`src/rtl/layer_output_streamer_if.sv`:
```
// Bundles the per-neuron capture bus and the serial valid/ready stream of
// layer_output_streamer. The streamer uses the slave view; the producer and consumer use master.
interface layer_output_streamer_if #(
  parameter int unsigned numNeurons = 32,
  parameter int unsigned dataWidth  = 8
);
  logic [numNeurons*dataWidth-1:0] neuronOutBus;
  logic [numNeurons-1:0]           neuronOutValid;
  logic                            streamReady;
  logic [dataWidth-1:0]            streamData;
  logic                            streamValid;
  logic                            streamFirst;
  logic                            streamLast;

  modport master (
    output neuronOutBus, neuronOutValid, streamReady,
    input  streamData, streamValid, streamFirst, streamLast
  );

  modport slave (
    input  neuronOutBus, neuronOutValid, streamReady,
    output streamData, streamValid, streamFirst, streamLast
  );
endinterface

```
`src/rtl/layer_output_streamer.sv`:
```
// Collects one layer's neuron activations as each neuron first reports valid,
// then replays them in neuron order as a valid/ready serial stream.
module layer_output_streamer #(
  parameter int unsigned numNeurons = 32,
  parameter int unsigned dataWidth  = 8
) (
  input  logic                   clk,
  input  logic                   reset_n,
  input  logic                   layerStart,
  layer_output_streamer_if.slave streamIf,
  output logic                   busy,
  output logic                   layerDone
);
  localparam int unsigned indexWidth = (numNeurons > 1) ? $clog2(numNeurons) : 1;
  localparam logic [indexWidth-1:0] lastIndex = indexWidth'(numNeurons - 1);

  typedef enum logic [1:0] {IDLE, COLLECT, STREAM, DONE} state_t;

  state_t                  state;
  state_t                  stateNext;
  logic [numNeurons-1:0]   flags;
  logic [numNeurons-1:0]   captureMask;
  logic [numNeurons-1:0]   flagsNext;
  logic [dataWidth-1:0]    buffer [numNeurons];
  logic [indexWidth-1:0]   ptr;
  logic                    atLast;
  logic                    transfer;

  always_comb begin
    captureMask = '0;
    if (state == COLLECT) captureMask = streamIf.neuronOutValid & ~flags;
    flagsNext = flags | captureMask;
    atLast    = (ptr == lastIndex);
    transfer  = (state == STREAM) && streamIf.streamReady;
  end

  always_ff @(posedge clk or negedge reset_n) begin
    if (!reset_n) state <= IDLE;
    else          state <= stateNext;
  end

  // Leaving COLLECT is decided on the flag values being registered this edge,
  // so the first element is presented the cycle after the last capture.
  always_comb begin
    stateNext = state;
    case (state)
      IDLE:    if (layerStart) stateNext = COLLECT;
      COLLECT: if (&flagsNext) stateNext = STREAM;
      STREAM:  if (transfer && atLast) stateNext = DONE;
      DONE:    stateNext = IDLE;
      default: stateNext = IDLE;
    endcase
  end

  always_ff @(posedge clk or negedge reset_n) begin
    if (!reset_n) begin
      flags <= '0;
      ptr   <= '0;
      for (int unsigned i = 0; i < numNeurons; i++) buffer[i] <= '0;
    end else begin
      case (state)
        IDLE: if (layerStart) flags <= '0;
        COLLECT: begin
          flags <= flagsNext;
          ptr   <= '0;
          for (int unsigned i = 0; i < numNeurons; i++) begin
            if (captureMask[i]) buffer[i] <= streamIf.neuronOutBus[i*dataWidth +: dataWidth];
          end
        end
        STREAM: if (transfer) ptr <= atLast ? '0 : ptr + indexWidth'(1);
        default: ;
      endcase
    end
  end

  always_comb begin
    streamIf.streamValid = (state == STREAM);
    streamIf.streamData  = '0;
    streamIf.streamFirst = 1'b0;
    streamIf.streamLast  = 1'b0;
    if (state == STREAM) begin
      streamIf.streamData  = buffer[ptr];
      streamIf.streamFirst = (ptr == '0);
      streamIf.streamLast  = atLast;
    end
    busy      = (state != IDLE);
    layerDone = (state == DONE);
  end
endmodule

```
`src/flat_wrapper.sv`:
```
// flat-port wrapper written by rule: the top's interface ports become plain ports
module layer_output_streamer_flat 
#(
  parameter int unsigned numNeurons = 32,
  parameter int unsigned dataWidth  = 8
)
  (clk, reset_n, layerStart, busy, layerDone, streamIf_neuronOutBus, streamIf_neuronOutValid, streamIf_streamReady, streamIf_streamData, streamIf_streamValid, streamIf_streamFirst, streamIf_streamLast);
  layer_output_streamer_if #(.numNeurons(numNeurons), .dataWidth(dataWidth)) streamIf_i ();
  input  logic clk;
  input  logic reset_n;
  input  logic layerStart;
  output logic busy;
  output logic layerDone;
  input wire logic [$bits(streamIf_i.neuronOutBus)-1:0] streamIf_neuronOutBus;
  input wire logic [$bits(streamIf_i.neuronOutValid)-1:0] streamIf_neuronOutValid;
  input wire logic [$bits(streamIf_i.streamReady)-1:0] streamIf_streamReady;
  output wire logic [$bits(streamIf_i.streamData)-1:0] streamIf_streamData;
  output wire logic [$bits(streamIf_i.streamValid)-1:0] streamIf_streamValid;
  output wire logic [$bits(streamIf_i.streamFirst)-1:0] streamIf_streamFirst;
  output wire logic [$bits(streamIf_i.streamLast)-1:0] streamIf_streamLast;
  assign streamIf_i.neuronOutBus = streamIf_neuronOutBus;
  assign streamIf_i.neuronOutValid = streamIf_neuronOutValid;
  assign streamIf_i.streamReady = streamIf_streamReady;
  assign streamIf_streamData = streamIf_i.streamData;
  assign streamIf_streamValid = streamIf_i.streamValid;
  assign streamIf_streamFirst = streamIf_i.streamFirst;
  assign streamIf_streamLast = streamIf_i.streamLast;
  layer_output_streamer #(.numNeurons(numNeurons), .dataWidth(dataWidth)) u_core (.clk(clk), .reset_n(reset_n), .layerStart(layerStart), .streamIf(streamIf_i), .busy(busy), .layerDone(layerDone));
endmodule
```
`config.mk`:
```
export PLATFORM = sky130hd
export DESIGN_NAME = layer_output_streamer_flat
export DESIGN_NICKNAME = d
export VERILOG_FILES = /design/src/rtl/layer_output_streamer_if.sv /design/src/rtl/layer_output_streamer.sv /design/src/flat_wrapper.sv
export SDC_FILE = /design/constraint.sdc
export NUM_CORES = 1
export LEC_CHECK = 0
export ABC_CLOCK_PERIOD_IN_PS = 5900
export CAP_MARGIN = 20
export CORE_ASPECT_RATIO = 1.4
export CORE_MARGIN = 2
export CORE_UTILIZATION = 55
export CTS_CLUSTER_SIZE = 40
export DETAILED_ROUTE_END_ITERATION = 10
export DONT_BUFFER_PORTS = 1
export PLACE_DENSITY = 0.7
export RECOVER_POWER = 25
export SLEW_MARGIN = 30
export SYNTH_ARGS = -nofsm -noshare
export SYNTH_HDL_FRONTEND = slang
export SYNTH_SLANG_ARGS = --single-unit
```
`constraint.sdc`:
```
create_clock -name clk -period 5.9 [get_ports clk]
set_clock_uncertainty 0.15 [all_clocks]
set_input_delay 0.885 -clock clk [delete_from_list [all_inputs] [get_ports clk]]
set_output_delay 0.885 -clock clk [all_outputs]
set_load 0.1 [all_outputs]
```
==> impl_results.md <==
- RSZ-0062 raised after global routing: no
- Core ar.: 0.0244 mm2
- Initial antenna violation count: 7
- VDD IR max: 0.338 mV
- F_max: 0.216 GHz
- Die Span Y: 190 um
- Initial Utilization: 0.556
- Worst R2R Setup Slack: 2.94 ns
- Ports: 305
- FF+latch area: 0.00739 mm2
- Worst skew pair latency: 0.54 ns
- Post-route DRC: 0
- Seq cells post-synth: 295
- First-pass GRT wire length: 52.8 mm
- Root Buffer: clkbuf_16
- Total GRT Usage: 0.273
- Max Transition Viols Final: 0
- CTS H-tree lvls: 1
- RR Endpoint: u_core.state[1]$_DFFE_PN0P_
- Vias per Instance: 6.60
- Post-synth EDFFs: 0
- Layout Nets: 1204
- Failing checks: negative hold slack
- Detailed-route via count: 8224
- Max FO, Critical Path: 45
- Post-synth top flop: dfrtp_1
- Cell variety after synth: 35
- Power per cell area: 601 mW/mm2
- Placed cell count: 1189
- Drt pass-1 iters: 4
- Overflow after GRT: 0
- Die ar.: 0.0260 mm2
- Area of the multi-input gates: 0.00606 mm2
- Tcrit/Tclk final: 0.785
- Total Power: 8.91 mW
- DP Worst Slack: 1.74 ns
- Synth async-reset ratio: 1.00
- Reg2reg start: u_core.ptr[1]$_DFFE_PN0P_
- CTS Buf Count: 29
- Post-synthesis sequential area ratio: 0.544
- DR iter-0 viols: 482
- Synth Cell Area: 0.0136 mm2
- Post-Synthesis Cells: 909
- Final setup fails: 0
- Met3 wire length: 3.50 mm
- Reg2Reg Depth: 8
- Critical Path AT: 3.60 ns
- Tightest Pin Transition: 1.10 ns
- CP max-delay cell: dfrtp_4
- Commonest cells after routing, fill and taps aside: dfrtp_1, mux2_2, a21oi_1, mux4_2, o21ai_0
- Leakage power: 6.27 nW
- TritonCTS clock tree: yes
- Die W: 137 um
- Status: finished with violations
- CTS clk-pin slew, worst paths: 0.06 ns
- Post-route cell area: 0.0148 mm2
- Hold Crit Class: primary input to asynchronous set/reset pin
- Max Cap Viol: 0
- Hold Vio Cnt, Final: 79
- Slew headroom: 0.264
- Crit path cell chain: buf_4 -> mux4_2 -> a22o_1 -> a221oi_1 -> o22ai_4
- CTS Sinks: 295
- Number of global-route vias before repair: 8743
- Most common cell after layout, fill and taps aside: dfrtp_1
- Area growth, synth to finish: 9.19%
- Antenna Violating Nets Remaining: 0
- Hold Slack: -0.111 ns
- Top sig layer: met5
- Setup TNS: 0 ns
- Longest Clk Path Bufs: 3
- Syn Area/Cell: 14.9 um2
- Met2 WL: 17.7 mm
- Layout cell share with drive strength beyond 1: 0.417
- Non-filler cells, final: 1246
- Dpl hpwl: 25.8 mm
- Top cells by area, synth: dfrtp_1, mux2_2, mux4_2
- Share of the synthesized area in the top cell type: 0.544
- Final WL: 35.3 mm
- Post_cts resized: 0
- Pin count of the biggest net entering global routing: 296
- CP Launch Type: flop
- Drt wl/cell: 28.3 um
- FILL cells: 1871
- Setup Buffers After CTS: 0
- Post-DP Area: 0.0139 mm2
- Critical Path RT: 4.87 ns
- Synthesized Nets: 1208
- Crit Path Class: flop to output pin
- CP Capture Type: output pin
- Final Critical Period: 4.63 ns
- Setup WS post-layout: 1.27 ns
- GP Congestion: 0.822
- Row count: 68
- Yosys Warn Count: 0
- Met1 WL: 12.9 mm
- Port buffer count: 0
- Yosys top cell by area: dfrtp_1
- Slowest stage delay, CP: 0.97 ns
## report_power, final
part,switching (mW),internal [mW],total (mW)
logic,1.65,1.78,3.44
clock network,0.775,0.963,1.74
registers,0.751,2.98,3.73
total,3.18,5.73,8.91
## logic make-up after synthesis
kind of cell    Yosys count  share of synthesized area
compound gates          167                     0.0773
flops                   295                      0.544
mux                     322                      0.322
buf+inv                  48                     0.0184
fa+ha+maj                 7                    0.00646
simple gates             70                     0.0318
## registers in the layout, indices dropped and copies added (netlist names)
signal / cells
u_core.flags: 32
u_core.buffer: 256
u_core.ptr: 5
u_core.state: 2
## critical path, delay by kind of cell (launching register included)
| family | cells | cell delay, ns |
|---|---|---|
| AOI/OAI and AO/OA | 3 | 1.17 |
| DFF | 1 | 0.97 |
| muxes | 1 | 0.53 |
| buffers and inverters | 1 | 0.36 |
## per-stage QoR
| stage | hold WS [ns] | utilization |
|---|---|---|
| 5_1_grt | -0.123 | 0.607 |
| 3_5_place_dp | 0.337 | 0.570 |
| 6_report | -0.111 | 0.607 |
| 2_1_floorplan | 0.320 | - |
| 4_1_cts | -0.129 | 0.606 |
| 3_3_place_gp | 0.331 | 0.567 |
## metal layers
layer  vias up  GRT usage
met1      4305      0.336
met2       332      0.447
met3        75     0.0927
met4         6     0.0962
met5         -          0
li1       3506          -
## worst max path at each step
stage                                           start                      to
after floorplan           u_core.state[0]$_DFFE_PN0P_  streamIf_streamData[0]
after global routing        u_core.ptr[0]$_DFFE_PN0P_  streamIf_streamData[1]
after global placement      u_core.ptr[0]$_DFFE_PN0P_  streamIf_streamData[3]
after CTS                   u_core.ptr[0]$_DFFE_PN0P_  streamIf_streamData[1]
final                       u_core.ptr[0]$_DFFE_PN0P_  streamIf_streamData[1]
after detailed placement    u_core.ptr[0]$_DFFE_PN0P_  streamIf_streamData[1]
## final cells by class
| type | count | share of cell area |
|---|---|---|
| clock inverters | 12 | 0.00439 |
| multi-input cells | 566 | 0.409 |
| clock buffers | 40 | 0.0552 |
| well taps | 315 | 0.0266 |
| inverters | 5 | 0.00127 |
| repair buffers | 8 | 0.00405 |
| diodes | 5 | 0.000845 |
| flip-flops and latches | 295 | 0.499 |
## Yosys cell counts, types with 3 or more instances
master	number
a21oi_1	65
a221oi_1	12
a221oi_2	4
a22o_1	19
a32o_1	3
and3_1	3
buf_1	7
buf_2	6
buf_4	4
clkbuf_1	22
dfrtp_1	295
ha_1	7
inv_1	5
mux2_2	256
mux4_1	6
mux4_2	58
nand2_1	7
nand2b_1	3
nand3_1	3
nand3b_1	32
nor2_1	10
nor2b_1	5
o21ai_0	36
o22ai_1	24
(Power assumes the default switching activity.)
